--- src/rtl/virtio_avail_ring_poller.sv ---
// Virtio avail-ring poller: turns QueueNotify writes into per-queue avail->idx fetches over AXI4 read.
// Optional forced periodic polling of all ready queues is enabled by defining VIRTIO_AVAIL_POLL_EN.
module virtio_avail_ring_poller #(
  parameter int unsigned NUM_Q         = 3,
  parameter int unsigned ADDR_W        = 64,
  parameter int unsigned POLL_INTERVAL = 1024
) (
  input  logic                  clk,
  input  logic                  csr_rst_n,
  input  logic                  queue_notify_wr,
  input  logic [15:0]           queue_notify_data,
  input  logic [NUM_Q-1:0]      queue_ready,
  input  logic [NUM_Q*ADDR_W-1:0] queue_avail_addr,
  output logic [NUM_Q-1:0]      queue_notify_set,
  output logic [NUM_Q-1:0]      queue_notify_clr,
  output logic [NUM_Q-1:0]      ring_available_set,
  output logic [NUM_Q*16-1:0]   next_avail_idx,
  output logic                  rd_error,
  output logic [ADDR_W-1:0]     m_axi_araddr,
  output logic [7:0]            m_axi_arlen,
  output logic [2:0]            m_axi_arsize,
  output logic [1:0]            m_axi_arburst,
  output logic [3:0]            m_axi_arid,
  output logic                  m_axi_arvalid,
  input  logic                  m_axi_arready,
  input  logic [31:0]           m_axi_rdata,
  input  logic [1:0]            m_axi_rresp,
  input  logic                  m_axi_rlast,
  input  logic                  m_axi_rvalid,
  output logic                  m_axi_rready
);
  localparam int unsigned IDX_W     = 16;
  localparam logic [1:0]  RESP_OKAY = 2'b00;

  typedef enum logic [1:0] {S_IDLE, S_AR, S_R, S_UPD} state_t;

  state_t              state_q, state_d;
  logic [NUM_Q-1:0]    pend_q, pend_d;
  logic [NUM_Q-1:0]    sel_q, sel_d;
  logic [NUM_Q-1:0]    notify_hit, notify_acc, cand, pick, poll_set;
  logic [NUM_Q-1:0]    clr_d, avail_d;
  logic [NUM_Q*IDX_W-1:0] idx_d;
  logic [ADDR_W-1:0]   araddr_d;
  logic [IDX_W-1:0]    rdata_idx_q, cur_idx;
  logic [1:0]          rresp_q;
  logic                rd_err_d, found;
  logic                unused_ok;

  assign m_axi_arlen   = 8'd0;
  assign m_axi_arsize  = 3'b010;
  assign m_axi_arburst = 2'b01;
  assign m_axi_arid    = 4'd0;

  // Decode the notify index against every queue so out-of-range values never alias.
  always_comb begin
    notify_hit = '0;
    for (int i = 0; i < int'(NUM_Q); i++) begin
      if (queue_notify_data == 16'(i)) notify_hit[i] = 1'b1;
    end
  end

  assign notify_acc = notify_hit & queue_ready & {NUM_Q{queue_notify_wr}};

  // Lowest-index serviceable queue and its address, dword aligned.
  always_comb begin
    cand     = pend_q & queue_ready;
    pick     = '0;
    found    = 1'b0;
    araddr_d = '0;
    for (int i = 0; i < int'(NUM_Q); i++) begin
      if (cand[i] && !found) begin
        pick[i]  = 1'b1;
        found    = 1'b1;
        araddr_d = queue_avail_addr[i*ADDR_W +: ADDR_W];
      end
    end
    araddr_d[1:0] = 2'b00;
  end

  always_comb begin
    cur_idx = '0;
    for (int i = 0; i < int'(NUM_Q); i++) begin
      if (sel_q[i]) cur_idx = next_avail_idx[i*IDX_W +: IDX_W];
    end
  end

`ifdef VIRTIO_AVAIL_POLL_EN
  localparam int unsigned CNT_W = (POLL_INTERVAL > 1) ? $clog2(POLL_INTERVAL) : 1;
  logic [CNT_W-1:0] poll_cnt_q;
  logic             poll_wrap;

  assign poll_wrap = (poll_cnt_q == CNT_W'(POLL_INTERVAL - 1));
  assign poll_set  = poll_wrap ? queue_ready : '0;
  assign unused_ok = ^{m_axi_rlast, m_axi_rdata[15:0]};

  always_ff @(posedge clk or negedge csr_rst_n) begin
    if (!csr_rst_n) poll_cnt_q <= '0;
    else            poll_cnt_q <= poll_wrap ? '0 : poll_cnt_q + CNT_W'(1);
  end
`else
  assign poll_set  = '0;
  assign unused_ok = ^{m_axi_rlast, m_axi_rdata[15:0], 32'(POLL_INTERVAL)};
`endif

  // Next-state and update logic; notify sets are applied after the UPD clear so they win.
  always_comb begin
    state_d  = state_q;
    sel_d    = sel_q;
    pend_d   = pend_q;
    clr_d    = '0;
    avail_d  = '0;
    rd_err_d = 1'b0;
    idx_d    = next_avail_idx;
    case (state_q)
      S_IDLE: begin
        if (found) begin
          sel_d   = pick;
          state_d = S_AR;
        end
      end
      S_AR: if (m_axi_arready) state_d = S_R;
      S_R:  if (m_axi_rvalid)  state_d = S_UPD;
      S_UPD: begin
        state_d = S_IDLE;
        clr_d   = sel_q;
        pend_d  = pend_q & ~sel_q;
        if (rresp_q == RESP_OKAY) begin
          if (rdata_idx_q != cur_idx) avail_d = sel_q;
          for (int i = 0; i < int'(NUM_Q); i++) begin
            if (sel_q[i]) idx_d[i*IDX_W +: IDX_W] = rdata_idx_q;
          end
        end else begin
          rd_err_d = 1'b1;
        end
      end
      default: state_d = S_IDLE;
    endcase
    pend_d = pend_d | notify_acc | poll_set;
  end

  always_ff @(posedge clk or negedge csr_rst_n) begin
    if (!csr_rst_n) begin
      state_q            <= S_IDLE;
      pend_q             <= '0;
      sel_q              <= '0;
      rdata_idx_q        <= '0;
      rresp_q            <= 2'b00;
      queue_notify_set   <= '0;
      queue_notify_clr   <= '0;
      ring_available_set <= '0;
      next_avail_idx     <= '0;
      rd_error           <= 1'b0;
      m_axi_araddr       <= '0;
      m_axi_arvalid      <= 1'b0;
      m_axi_rready       <= 1'b0;
    end else begin
      state_q            <= state_d;
      pend_q             <= pend_d;
      sel_q              <= sel_d;
      queue_notify_set   <= notify_acc;
      queue_notify_clr   <= clr_d;
      ring_available_set <= avail_d;
      next_avail_idx     <= idx_d;
      rd_error           <= rd_err_d;
      m_axi_arvalid      <= (state_d == S_AR);
      m_axi_rready       <= (state_d == S_R);
      if (state_q == S_IDLE && state_d == S_AR) m_axi_araddr <= araddr_d;
      if (state_q == S_R && m_axi_rvalid) begin
        rdata_idx_q <= m_axi_rdata[31:16];
        rresp_q     <= m_axi_rresp;
      end
    end
  end
endmodule

--- config.mk ---
export PLATFORM = sky130hd
export DESIGN_NAME = virtio_avail_ring_poller
export DESIGN_NICKNAME = d
export VERILOG_FILES = /design/src/rtl/virtio_avail_ring_poller.sv
export SDC_FILE = /design/constraint.sdc
export NUM_CORES = 1
export LEC_CHECK = 0
export CAP_MARGIN = 20
export CORE_AREA = 2 2 154 156
export DETAILED_ROUTE_END_ITERATION = 7
export DIE_AREA = 0 0 156 158
export GPL_TIMING_DRIVEN = 0
export HOLD_SLACK_MARGIN = 0.03
export PLACE_DENSITY = 0.63
export SYNTH_ARGS = -nofsm -noshare
export SYNTH_HDL_FRONTEND = slang
export SYNTH_SLANG_ARGS = --single-unit
export TNS_END_PERCENT = 20
--- constraint.sdc ---
create_clock -name clk -period 2.2 [get_ports clk]
set_input_delay 0.33 -clock clk [delete_from_list [all_inputs] [get_ports clk]]
set_output_delay 0.33 -clock clk [all_outputs]
set_load 0.02 [all_outputs]
-- Word-level counts from Yosys, hierarchy flattened
Index checks and enable logic that the tools add are counted.
Widths: inputs -> output; s select.
- equal/unequal tests: 8
- multiplexer cells: 25
- bitwise gates (word level): 6
- reductions and logical operators: 13
- operators by type and width (cell ; number):
    $mux 64 ; 3
    $mux 16 ; 3
    $eq 16x1->1 const B ; 1
    $eq 16x2->1 const B ; 1
    $logic_not 16->1 ; 1
    $ne 16x16->1 ; 1
    $mux 3 ; 5
    $and 3x3->3 ; 4
    $mux 1 ; 10
    $reduce_and 3->1 ; 3
    $pmux 2 s4 ; 1
    $eq 2x2->1 const B ; 3
    $mux 2 ; 3
    $eq 2x1->1 const B ; 2
    $logic_and 1x1->1 ; 4
    $logic_not 2->1 ; 2
    $not 3->3 ; 1
    $or 3x3->3 ; 1
    $logic_not 1->1 ; 2
    $reduce_and 2->1 ; 1
- register bits after elaboration: 148
- bits of input ports: 251
- output and inout bits: 141
- logic and storage cells: 67

-- Longest topological paths before layout
Gate-level depths: netlist (run 1).
- depth after elaboration: 12
- mapped depth: 7
- gate-level depth less buffers: 6

-- Worst setup path before layout (run 1)
OpenSTA, ideal clock, no wires.
- path kind: reg-to-reg
- start point: register rdata_idx_q[9]
- end point: register ring_available_set[0]
- library setup time: 0.131 ns
- arrival time: 1.521 ns
- data required time: 2.069 ns
- slack: 0.548 ns
- cell stages (with the launch flop): 8
- buffers on the path: 1
- clock period less this slack: 1.652 ns
- path through: dfrtp_1 buf_6 nor2b_4 a2111oi_4 nand3_1 a221oi_2 o2111a_2 a21oi_1
- word-level cells in the longest chain between the ends: 4
- ends and longest elaborated chain (what ; RTL line ; source):
    start: declaration ; 44 ; logic [IDX_W-1:0] rdata_idx_q, cur_idx;
    start signal: assignment ; 169 ; rdata_idx_q <= m_axi_rdata[31:16];
    $ne 16x16->1 ; 128 ; if (rdata_idx_q != cur_idx) avail_d = sel_q;
    $mux 3 ; 128 ;
    $mux 3 ; 127 ; if (rresp_q == RESP_OKAY) begin
    $mux 3 ; 114 ; case (state_q)
    via avail_d[0] ; 41 ; logic [NUM_Q-1:0] clr_d, avail_d;
    end signal: assignment ; 162 ; ring_available_set <= avail_d;
    end: declaration ; 16 ; output logic [NUM_Q-1:0] ring_available_set,
The timed path passes the listed nets, and every way through them passes these cells.
A chain may end at the register's enable or synchronous reset.

-- Worst setup path in the final report (run 1)
- start point: register sel_q[0]
- end point: register ring_available_set[0]
- word-level cells in the longest chain between the ends: 7
- ends and longest elaborated chain (what ; RTL line ; source):
    start: declaration ; 39 ; logic [NUM_Q-1:0] sel_q, sel_d;
    start signal: assignment ; 159 ; sel_q <= sel_d;
    $mux 16 (3 in a row) ; 83 ; if (sel_q[i]) cur_idx = next_avail_idx[i*IDX_W +: IDX_W];
    $ne 16x16->1 ; 128 ;
    $mux 3 (*) ; 128 ;
    $mux 3 (*) ; 127 ;
    $mux 3 (*) ; 114 ;
    via avail_d[0] ; 41 ;
Mark *: on every way through the listed nets, which the timed path passes. The rest lies on a longest branch.

==> impl_results.md, run 1 <==
* Worst VDD drop at 0.000588 V
* Minimum clock period at 2050 ps
* WS Path Type: reg -> reg
* Clk slew on worst S/H paths at 60 ps
* Hold/Removal Path Class: in -> async
* Asr flop ratio synth at 1.00
* Initial antenna violation count at 12
* H-Tree Depth at 4
* Die width at 156 um
* Worst Skew at 8.73 ps
* Cell accounting for the most synthesized area: dfrtp_1
* Combinational Power Share at 0.448
* Multi-input gate area at 2930 um^2
* RePlAce Congestion at 0.953
* Synth Warn # at 0
* Average vias per placed instance at 5.23
* Largest net degree at the start of global routing at 84
* Top FF cell, synth: dfrtp_1
* Post-Syn Area at 7050 um^2
* Result of the run: finished, final reports clean
* Top-count cell post-synth: dfrtp_1
* Worst Tran Pin Value at 656 ps
* # Post-CTS Setup Buffers at 0
* Fillers at 2109
* Endpoints failing setup at 0
* Maxcap violations at 0
* Vert. Die Dim at 158 um
* Core Box Area at 23100 um^2
* Pwr Density at 1200 nW/um^2
* Port Buffers at 349
* Final ANT Viol Nets at 0
* Inserted Clock Buffers at 17
* Syn avg cell area at 10.3 um^2
* Internal power at 8490 uW
* Final nets at 1320
* Finished Layout Cells at 1380
* Slew HR at 0.563
* Worst path required time at 2540 ps
* Root buffer cell: clkbuf_16
* DRC errors left at 0
* # IOs at 392
* Gr usage total at 0.249
* Net Sw Power at 5470 uW
* First-pass GRT wire length at 44.9 mm
* Hpwl dp at 23.7 mm
* Syn Inst Count at 682
* Net Sw Frac at 0.392
* CP Max Fanout at 10
* Post-synth cell types at 55
* Worst path arrival time at 2390 ps
* Initial drt markers at 662
* Largest stage delay, worst path at 510 ps
* WL/cell at 22.3 um
* Congestion Overflow GR at 0
* Storage cell area at 3700 um^2
* Drt pass-1 iters at 7
* Most frequent cells after synthesis: 148 x dfrtp_1, 111 x nand2_1, 108 x o21ai_0
* Seq pwr share at 0.320
* Post-synth EDFFs at 0
* CTS tree: yes
* Type of element launching the critical path: flip-flop
* Clk network pwr share at 0.232
* RSZ-0062 raised after global routing: no
* Period utilisation layout at 0.932
* Final Cell Area at 11700 um^2
* Drt total wl at 30.8 mm
* Vias at 7217
* Fraction of layout cells with a size suffix above 1 at 0.105
* P&R area growth vs syn at 65.5%
* Slew Limit Fails at 0
* Worst skew pair latency at 430 ps
* Placed inst area at 11000 um^2
* Cell Chain, Critical Path: buf_2 -> nand2_1 -> xnor2_1 -> o21ai_0 -> nor3_1 -> o2111a_2 -> a21oi_1
* Initial Util at 0.306
* Row Count at 56
* Placed insts at 1339
* Top-area cell type share of the netlist area at 0.525
* Synth area leaders: dfrtp_1 53%, a222oi_1 9.1%, o21ai_0 7.7%, nand2_1 5.9%, mux2_2 4.8%
* P_leak at 0.00485 uW
* CTS Buffer Depth at 2
* Post-synthesis sequential area ratio at 0.525
* Die area at 24600 um^2
* Final Hold Fails at 0
* FF+latch count, synth at 148
* Vias in the first global route at 7380
* Crit path capture type: flip-flop
* F_max at 488 MHz
* Slowest-stage cell, CP: dfrtp_1
* R2R Setup Slk at 150 ps
* CTS Sinks at 148
==> through the flow <==
stage	util	TNS [ps]	total power [uW]	hold WS, ps	setup slack [ps]
CTS	0.505	0	14000	483	60.8
detailed placement	0.477	-11650	10800	384	-283
floorplan	-	0	7780	34.4	548
global route	0.506	0	14800	502	32.2
finish	0.506	0	14000	476	150
global placement	0.476	-839760	10700	463	-5610
==> layer usage <==
metal,vias up,GRT usage,wire length [um]
met1,3555,0.279,11400
met3,47,0.0928,2900
met5,-,0,44
li1,3287,-,-
met2,322,0.424,15700
met4,6,0.110,770
==> logic make-up after synthesis <==
logic type,share of synthesized area
flops,0.525
mux,0.0493
compound gates,0.220
simple gates,0.109
xor+xnor,0.0273
buf+inv,0.0680
other cells,0.00107
==> flip-flops by register name, summed over array words and instances, names as in the netlist <==
name	cells
m_axi_araddr	62
next_avail_idx	48
rdata_idx_q	16
pend_q	3
queue_notify_clr	3
queue_notify_set	3
ring_available_set	3
sel_q	3
rresp_q	2
state_q	2
m_axi_arvalid	1
m_axi_rready	1
rd_error	1
==> worst max-delay path, delay by kind of cell, from the launching register on <==
| kind | cells | cell delay [ps] |
|---|---|---|
| AO/OA/AOI/OAI | 3 | 770 |
| XOR/XNOR | 1 | 130 |
| buffers and inverters | 1 | 340 |
| flip-flops | 1 | 510 |
| AND/OR/NAND/NOR | 2 | 220 |
==> what timing repair did <==
item | 4_1_cts | 5_1_grt
gates resized for setup | 0 | 1
hold buffers | 1 | 0
endpoints found under the setup margin | 0 | 28
hold endpoints to repair | 65 | 0
==> placed cells by master (no fill, tap or decap), drive strengths merged, types with 2 or more instances in the layout <==
master	instances
nand4	3
nor4	2
a21oi	5
inv	23
nand2	111
nand4b	5
mux2	30
nor2b	3
a31o	2
nand3	9
and3	3
clkinv	6
clkdlybuf4s50	348
xor2	13
o22ai	9
nor4b	2
a221oi	2
diode	9
a22o	4
clkbuf	48
o21bai	4
conb	19
a222oi	64
nor2	10
dfrtp	148
o21ai	109
buf	45
bufinv	5
o221ai	2
and2b	2
a211oi	2
and2	2
nand2b	3
a31oi	4
xnor2	9
nor3	7
==> worst paths after layout <==
check	start	to	depth (start not counted)
worst max register to register	sel_q[0]	ring_available_set[0]	7
max in group asynchronous	csr_rst_n	m_axi_araddr[45]	3
worst min-delay path	csr_rst_n	next_avail_idx[47]	2
worst min register to register	m_axi_araddr[58]	m_axi_araddr[58]	2
worst max-delay path	sel_q[0]	ring_available_set[0]	7
min in group clk	m_axi_araddr[58]	m_axi_araddr[58]	2
==> cell type report <==
class	instances	share of cell area
buffer	73	0.0340
clock inverter	13	0.0178
timing repair buffer	351	0.303
antenna	9	0.00193
clock buffer	18	0.0368
tap	290	0.0311
sequential	148	0.317
inverter	22	0.00708
multi-input combinational	456	0.251
==> power by group through the flow <==
stage	Sequential, uW	Clock [uW]	Combinational (uW)
floorplan	5020	0	2760
global placement	4480	0	6220
detailed placement	4490	0	6260
CTS	4460	3270	6290
global route	4600	3390	6770
finish	4470	3240	6250
(Power assumes the default switching activity.)
==> run 2: changes to the inputs <==
--- a/config.mk
+++ b/config.mk
@@ -9,9 +9,9 @@
 export CORE_AREA = 2 2 154 156
 export DETAILED_ROUTE_END_ITERATION = 7
 export DIE_AREA = 0 0 156 158
-export GPL_TIMING_DRIVEN = 0
+export DONT_BUFFER_PORTS = 1
 export HOLD_SLACK_MARGIN = 0.03
-export PLACE_DENSITY = 0.63
+export PLACE_DENSITY = 0.41
 export SYNTH_ARGS = -nofsm -noshare
 export SYNTH_HDL_FRONTEND = slang
 export SYNTH_SLANG_ARGS = --single-unit
==> run 2 against run 1 <==
The flow now finishes with violations (design-rule violations, negative hold slack). Worst hold slack worse by 860 ps. Global-route usage shrank 6.1 points. Worst setup slack improved by 140 ps. Maximum frequency increased by 7.3%. Sequential share of layout area up 15 points. Clock power decreased by 12%. Via count is 24% lower. Total power fell by 16%. Sequential power rose by 19%. Sequential cell count unchanged. Final area decreased by 32%. Largest power group is now registers. Highest routed layer is now met4.
==> impl_results.md, run 2 (synthesis gave the netlist of run 1 again) <==
* Hpwl dp at 17.6 mm
* P_leak at 0.00340 uW
* Slew Limit Fails at 0
* WL/cell at 24.1 um
* Die width at 156 um
* Worst Skew at 11.1 ps
* Core Box Area at 23100 um^2
* Final Cell Area at 7950 um^2
* Result of the run: finished with violations
* Initial antenna violation count at 3
* Fillers at 2302
* CTS tree: yes
* Net Sw Frac at 0.421
* Failing checks: design-rule violations, negative hold slack
* Internal power at 6800 uW
* Port Buffers at 0
* Average vias per placed instance at 5.59
* Crit path capture type: flip-flop
* Final Worst Setup Slack at 290 ps
* CTS Buffer Depth at 2
* Combinational Power Share at 0.303
* Most frequent cells in the layout: 148 x dfrtp_1, 110 x nand2_1, 108 x o21ai_0, 64 x a222oi_1, 30 x mux2_2
* CTS Sinks at 148
* Period utilisation layout at 0.868
* # IOs at 392
* Largest net degree at the start of global routing at 149
* Most common cell after layout, fill and taps aside: dfrtp_1
* Vias at 5485
* Fraction of layout cells with a size suffix above 1 at 0.141
* Type of element launching the critical path: flip-flop
* Biggest register: m_axi_araddr
* CP Max Fanout at 5
* Congestion Overflow GR at 0
* Number of flip-flops in the largest register at 62
* Root buffer cell: clkbuf_16
* Final hold slack at -389 ps
* Multi-input gate area at 2950 um^2
* Placed insts at 943
* RR Startpoint: rdata_idx_q[1]
* Drt pass-1 iters at 8
* RePlAce Congestion at 0.864
* Minimum clock period at 1910 ps
* CTS resizes at 0
* Crit path from: rdata_idx_q[1]
* Die area at 24600 um^2
* Placed inst area at 7340 um^2
* Cell Chain, Critical Path: inv_1 -> a222oi_1 -> nand3_1 -> a221oi_2 -> o2111a_2 -> a21oi_1
* Vert. Die Dim at 158 um
* RR Endpoint: ring_available_set[0]
* R2R Setup Slk at 290 ps
* Worst path required time at 2490 ps
* First-pass GRT wire length at 34.3 mm
* Pwr Density at 1480 nW/um^2
* Inserted Clock Buffers at 17
* F_max at 524 MHz
* Final Hold Fails at 148
* Final ANT Viol Nets at 0
* Storage cell area at 3700 um^2
* WS Path Type: reg -> reg
* P&R area growth vs syn at 12.8%
* Hold buffer count at CTS at 4
* Setup TNS at 0 ps
* Maxcap violations at 0
* Gr usage total at 0.187
* Drt total wl at 23.7 mm
* Endpoints failing setup at 0
* Finished Layout Cells at 982
* FF-to-FF path depth at 6
* Slowest-stage cell, CP: a222oi_1
* Clk slew on worst S/H paths at 60 ps
* # Post-CTS Setup Buffers at 0
* Clk network pwr share at 0.242
* Seq pwr share at 0.455
* Largest stage delay, worst path at 430 ps
* Worst VDD drop at 0.000393 V
* Pre-CTS setup slack at 295 ps
* Slew HR at 0.549
* Net Sw Power at 4950 uW
* Vias in the first global route at 5419
* RSZ-0062 raised after global routing: no
* Final nets at 927
* Worst skew pair latency at 420 ps
* Hold/Removal Path Class: in -> async
* Initial Util at 0.306
* Initial drt markers at 557
* Top Registers: m_axi_araddr (62), next_avail_idx (48), rdata_idx_q (16)
* H-Tree Depth at 4
* DRC errors left at 28
* Row Count at 56
* Worst Tran Pin Value at 676 ps
* Worst path arrival time at 2200 ps
run 2: cell count changes in the layout (fill, tap and decap cells not counted), sizes merged:
| cell | previous run | this run |
|---|---|---|
| buf | 45 | 27 |
| bufinv | 5 | 1 |
| clkbuf | 48 | 22 |
| clkdlybuf4s50 | 348 | 0 |
| clkinv | 6 | 3 |
| clkinvlp | 1 | 4 |
| diode | 9 | 3 |
| dlygate4sd3 | 1 | 4 |
| inv | 23 | 24 |
run 2: metrics by stage:
stage / power [uW] / util
after floorplan: 7780 / -
after global placement: 8910 / 0.318
after detailed placement: 9020 / 0.318
after CTS: 11900 / 0.345
after global routing: 12600 / 0.345
final: 11800 / 0.345
run 2: worst max-delay path by stage:
| stage | end |
|---|---|
| after floorplan | ring_available_set[0] |
| after global placement | ring_available_set[0] |
| after detailed placement | ring_available_set[0] |
| after CTS | ring_available_set[0] |
| final | ring_available_set[0] |
| after global routing | ring_available_set[2] |
run 2: power groups by stage:
stage | Combinational [uW] | Clock (uW) | Sequential (uW)
2_1_floorplan | 2760 | 0 | 5020
3_3_place_gp | 3530 | 0 | 5390
3_5_place_dp | 3620 | 0 | 5400
4_1_cts | 3630 | 2920 | 5360
5_1_grt | 4020 | 3040 | 5500
6_report | 3560 | 2850 | 5340
run 2: per-layer routing:
| metal | track usage | up-vias | wire length [um] |
|---|---|---|---|
| met5 | 0 | - | 0 |
| met4 | 0.0721 | 0 | 461 |
| met3 | 0.0843 | 25 | 2460 |
| met2 | 0.321 | 271 | 12300 |
| met1 | 0.204 | 2697 | 8490 |
| li1 | - | 2492 | - |
run 2: worst max-delay path: cells and delay by family (launching register included):
kind / cells / cell delay (ps)
DFF: 1 / 410
and+or+nand+nor: 1 / 180
AOI/OAI and AO/OA: 4 / 1070
buffers and inverters: 1 / 120
run 2: layout make-up:
class,count,area share
Sequential cell,148,0.466
Multi-Input combinational cell,456,0.370
Clock buffer,22,0.0596
Tap cell,290,0.0456
Timing Repair Buffer,31,0.0352
Clock inverter,10,0.0121
Inverter,22,0.0104
Antenna cell,3,0.000944
